**config.mk**
```make
export PLATFORM = sky130hd
export DESIGN_NAME = fetch_stage
export DESIGN_NICKNAME = d
export VERILOG_FILES = /design/src/rtl/fetch_stage.sv
export SDC_FILE = /design/constraint.sdc
export NUM_CORES = 1
export LEC_CHECK = 0
export CAP_MARGIN = 30
export CORE_ASPECT_RATIO = 0.7
export CORE_MARGIN = 1
export CORE_UTILIZATION = 51
export CTS_CLUSTER_SIZE = 25
export DETAILED_ROUTE_END_ITERATION = 8
export PLACE_DENSITY_LB_ADDON = 0.08
export SLEW_MARGIN = 10
export SYNTH_ARGS = -nofsm -noshare
export SYNTH_HDL_FRONTEND = slang
export SYNTH_SLANG_ARGS = --single-unit
```
**constraint.sdc**
```tcl
create_clock -name clk -period 5.2 [get_ports clk]
set_input_delay 0.52 -clock clk [delete_from_list [all_inputs] [get_ports clk]]
set_output_delay 0.52 -clock clk [all_outputs]
set_load 0.02 [all_outputs]
```
**src/rtl/fetch_stage.sv**
```systemverilog
// Purpose: byte-serial instruction fetch from a loadable byte memory into little-endian words.
// Latency: first word valid 5 cycles after start, next word 4 cycles after each accepted word.
// Backpressure: a finished word is held on instr/pc until instr_ready; redirect discards it.
module fetch_stage #(
    parameter int MAX_LINES  = 128,
    parameter int INSTR_SIZE = 32,
    parameter int BYTE_SIZE  = 8
) (
    input  logic                  clk,
    input  logic                  rst_n,
    input  logic                  load_en,
    input  logic [6:0]            load_addr,
    input  logic [BYTE_SIZE-1:0]  load_data,
    input  logic                  start,
    input  logic                  redirect_valid,
    input  logic [6:0]            redirect_pc,
    input  logic                  instr_ready,
    output logic                  instr_valid,
    output logic [INSTR_SIZE-1:0] instr,
    output logic [6:0]            pc,
    output logic                  busy,
    output logic                  done
);

    typedef enum logic [2:0] {
        IDLE  = 3'd0,
        LEN   = 3'd1,
        FETCH = 3'd2,
        HOLD  = 3'd3,
        DONE  = 3'd4
    } state_t;

    localparam int LANES = INSTR_SIZE / BYTE_SIZE;

    logic [BYTE_SIZE-1:0]  mem [0:MAX_LINES-1];

    state_t                state, state_nxt;
    logic [6:0]            pc_nxt;
    logic [1:0]            cnt, cnt_nxt;
    logic [7:0]            len, len_nxt;
    logic [INSTR_SIZE-1:0] instr_nxt;

    // Read address and sums are kept 8 bits wide so pc+cnt and pc+3 never wrap.
    logic [7:0]            rd_addr;
    logic [BYTE_SIZE-1:0]  rd_byte;
    logic [7:0]            pc_inc;
    logic [7:0]            redir_end;
    logic [7:0]            inc_end;

    assign rd_addr   = {1'b0, pc} + {6'b0, cnt};
    assign rd_byte   = (32'(rd_addr) < MAX_LINES) ? mem[rd_addr[6:0]] : '0;
    assign pc_inc    = {1'b0, pc} + 8'd4;
    assign inc_end   = pc_inc + 8'd3;
    assign redir_end = {1'b0, redirect_pc} + 8'd3;

    assign instr_valid = (state == HOLD);
    assign busy        = (state == LEN) || (state == FETCH) || (state == HOLD);
    assign done        = (state == DONE);

    // Program memory: no reset, writes only accepted while the fetcher is parked.
    always_ff @(posedge clk) begin
        if (load_en && (state == IDLE || state == DONE) && (32'(load_addr) < MAX_LINES)) begin
            mem[load_addr] <= load_data;
        end
    end

    // State and datapath registers.
    always_ff @(posedge clk or negedge rst_n) begin
        if (!rst_n) begin
            state <= IDLE;
            pc    <= '0;
            cnt   <= '0;
            len   <= '0;
            instr <= '0;
        end else begin
            state <= state_nxt;
            pc    <= pc_nxt;
            cnt   <= cnt_nxt;
            len   <= len_nxt;
            instr <= instr_nxt;
        end
    end

    // Next-state logic; redirect beats a same-cycle handshake so the held word is not consumed.
    always_comb begin
        state_nxt = state;
        pc_nxt    = pc;
        cnt_nxt   = cnt;
        len_nxt   = len;
        instr_nxt = instr;
        case (state)
            IDLE, DONE: begin
                if (start) begin
                    state_nxt = LEN;
                end
            end
            LEN: begin
                len_nxt   = mem[0];
                pc_nxt    = 7'd1;
                cnt_nxt   = 2'd0;
                state_nxt = (8'd4 < mem[0]) ? FETCH : DONE;
            end
            FETCH: begin
                if (redirect_valid) begin
                    pc_nxt    = redirect_pc;
                    cnt_nxt   = 2'd0;
                    state_nxt = (redir_end < len) ? FETCH : DONE;
                end else begin
                    for (int i = 0; i < LANES; i++) begin
                        if (cnt == i[1:0]) begin
                            instr_nxt[i*BYTE_SIZE +: BYTE_SIZE] = rd_byte;
                        end
                    end
                    cnt_nxt = cnt + 2'd1;
                    if (cnt == 2'd3) begin
                        state_nxt = HOLD;
                    end
                end
            end
            HOLD: begin
                if (redirect_valid) begin
                    pc_nxt    = redirect_pc;
                    cnt_nxt   = 2'd0;
                    state_nxt = (redir_end < len) ? FETCH : DONE;
                end else if (instr_ready) begin
                    pc_nxt    = pc_inc[6:0];
                    cnt_nxt   = 2'd0;
                    state_nxt = (inc_end < len) ? FETCH : DONE;
                end
            end
            default: begin
                state_nxt = IDLE;
            end
        endcase
    end

endmodule

```
==> results by group <==
Setup path
  – CP bufs+invs: 2
  – Crit start category: flip-flop
  – Crit-path max FO: 53
  – CP delay by family, top: adder cells
  – CP Capture Type: flip-flop
  – CP Data Arrival Time: about 4.7 ns
  – Critical path class: reg2reg
  – Slowest CP cell: fa_4
  – Slowest cell delay on critical path: 0.95 ns
  – Worst endpoint required time: 5.74 ns
  – Worst-path cell chain: ha_4 > fa_4 > buf_12 > buf_12 > mux4_2 > mux4_2 > a22o_1 > nor3_2 > o21ai_1

Timing
  – Worst Tran Pin Value: roughly 1 ns
  – Achievable clock frequency: 0.239 GHz
  – Final setup fails: 0
  – RSZ-0062 raised after global routing: false
  – Pins Over Slew Limit: 0
  – Hold violation count in the final report: 0
  – Crit share post-route: 0.803
  – Setup TNS: 0 ns
  – Clock Skews: 0.0189 ns
  – Final min period: 4.18 ns
  – Relative slew margins: 0.331

Clocking
  – Htree depth: 3
  – Clock transition at path regs: about 0.07 ns
  – Clk buf depth: 3
  – CTS Buf Count: 100
  – Clock latency on the worst-skew pair: 0.69 ns
  – Clk sink count: between 1,000 and 1,500
  – CTS tree: built
  – Post-CTS Resized: 0
  – Clk root buf: clkbuf_16

Yosys
  – Mapped cell area: about 0.043 sq mm
  – Synth Register Bits: about 1,100
  – Register area share after synthesis: 0.749
  – Post-Syn Nets: ~2,300
  – Yosys top cell by area: edfxtp_1
  – Cells after Synth: around 2,300
  – Main area contributors after synthesis: edfxtp_1, mux4_2, dfrtp_1, nand2_1, nand3_1
  – EDFF count, synth: 1,024
  – Avg Synthesized Cell Area: 18.9 sq um
  – Asr flop ratio synth: 0.0483
  – Post-synth cell types: 54
  – Yosys top cell area share: 0.718
  – Synthesis warning total: 0
  – Synth Flop Type: edfxtp_1

Detailed routing
  – Drt first pass iters: 5
  – Routed via count: approximately 22,000
  – DRC errors left: 0
  – Routed WL: between 100,000 and 150,000 um
  – Avg Vias per Cell: 6.18
  – Drt first-iter violations: between 2,000 and 2,500
  – Average wire per standard cell: between 20 and 30 um
  – Routed Antenna Nets: 0

Layout
  – Layout cells sized above 1: 0.213
  – Register area: around 0.032 sq mm
  – Commonest non-fill, non-tap cell in the layout: edfxtp_1
  – Final non-filler cell total: about 3,600
  – # fillers: between 6,000 and 7,000
  – Area of the multi-input gates: 0.0102 sq mm
  – Area Overhead vs Synth: 13.3%
  – Commonest non-fill, non-tap cells in the layout: edfxtp_1, mux4_2, nand2_1, nor2_1, nand3_1
  – Final nets: between 2,000 and 2,500
  – Final instance area: roughly 0.049 sq mm

Place
  – Detailed placer's ending HPWL: between 60,000 and 70,000 um
  – GPL Wtd Cong: 0.834
  – PortBufs: about 70
  – Placed cell areas: approximately 0.045 sq mm
  – Placed Cells: about 3,400

Outcome
  – Status: finished, final reports clean

Pwr
  – Power Total: between 20 and 30 mW
  – Pwr dens: roughly 600 mW/mm^2
  – VDD IR max: about 0.47 mV
  – Leak: about 16 nW

Min path
  – Hold Crit Class: in2reg

Job
  – Max Cap Violations: 0

Global route
  – Initial antenna violation count: 5
  – First-pass GRT wire length: 157,000 um
  – Congestion Overflow GR: 0
  – Pin count of the biggest net entering global routing: 90
  – GRT Total Usage: 0.257
  – Vias in the first global route: between 20,000 and 25,000

Floorplan
  – Starting density of the core: 0.518
  – Num rows: just under 90
  – Die area: around 0.085 sq mm
  – IO Pins: 70
  – Die Width: about 350 um
  – Die Y: between 200 and 250 um
  – Core ar.: 0.0827 sq mm
sequential cells by signal, indices dropped and copies added (netlist names):
register / flops
len: 8
instr: 32
pc: 7
state: 3
cnt: 2
mem: 1024
synthesized netlist by cell type, types with 3 or more instances:
cell type  number
edfxtp_1     1024
mux4_2        272
nand2_1       245
nor2_1        150
nand3_1       120
clkbuf_1       52
dfrtp_1        52
buf_2          36
a21oi_1        29
inv_1          28
o21ai_0        28
o21ai_1        28
ha_1           24
nand4_1        13
nor3_1         13
buf_1          12
buf_4          12
o2111ai_1      12
xnor2_1        10
o22ai_1         9
and3_1          8
nor2b_1         8
a22o_1          7
nand2b_1        7
nor3_2          7
xor2_1          6
buf_6           5
o21a_1          4
o31ai_1         4
a2111o_1        3
a211oi_1        3
a21bo_2         3
nor3b_1         3
o211ai_1        3
or4_1           3
metrics by stage:
step	util	setup WS, ns	hold slack, ns
floorplan	-	1.89	0.224
global placement	0.543	1.10	0.486
detailed placement	0.545	1.04	0.482
CTS	0.586	1.03	0.306
global route	0.587	0.898	0.289
finish	0.587	1.02	0.321
power by group:
group	internal, mW	total, mW	switching (mW)	leakage (nW)
sequential	9.66	9.86	0.205	9.88
combinational	4.88	10.9	6.02	4.04
clock	4.29	7.53	3.25	1.63
area by class of cell:
| type | instances | share of cell area |
|---|---|---|
| Antenna cell | 2 | 0.000103 |
| Clock buffer | 120 | 0.0553 |
| Clock inverter | 67 | 0.0137 |
| Inverter | 28 | 0.00217 |
| Multi-Input combinational cell | 1045 | 0.209 |
| Sequential cell | 1076 | 0.661 |
| Tap cell | 1125 | 0.0290 |
| Timing Repair Buffer | 138 | 0.0294 |
logic make-up after synthesis:
group                    count (synthesis)  synth area share
adder cells (fa/ha/maj)                 25           0.00748
AND/OR/NAND/NOR                        583            0.0592
AO/OA/AOI/OAI                          145            0.0213
XOR/XNOR                                17           0.00365
buffers and inverters                  145            0.0157
multiplexers                           275             0.144
flip-flops                            1076             0.749
per-layer routing:
layer  track usage  part of all wire  vias up  wire length (um)
li1              -                 -     9347                 -
met5             0           0.00033        -                35
met4        0.0521             0.017        6              1870
met1         0.405              0.45    11780             48300
met2         0.367              0.44      985             47100
met3        0.0620             0.093      146              9960
worst paths after layout:
kind	slack [ns]	start	end	cells past startpoint
worst max-delay path	1.02	pc[0]$_DFFE_PN0P_	instr[17]$_DFFE_PN0P_	9
worst min-delay path	0.32	load_data[1]	mem[101][1]$_DFFE_PP_	1
worst max register to register	1.02	pc[0]$_DFFE_PN0P_	instr[17]$_DFFE_PN0P_	9
worst min register to register	0.50	instr[21]$_DFFE_PN0P_	instr[21]$_DFFE_PN0P_	2
max in group asynchronous	4.32	rst_n	instr[23]$_DFFE_PN0P_	3
min in group asynchronous	0.33	rst_n	len[3]$_DFFE_PN0P_	2
repair_timing:
item	in CTS	in global routing
endpoints found under the hold margin	15	0
hold buffers	1	0
setup buffers	0	0
Power figures use the tool's default switching activity.
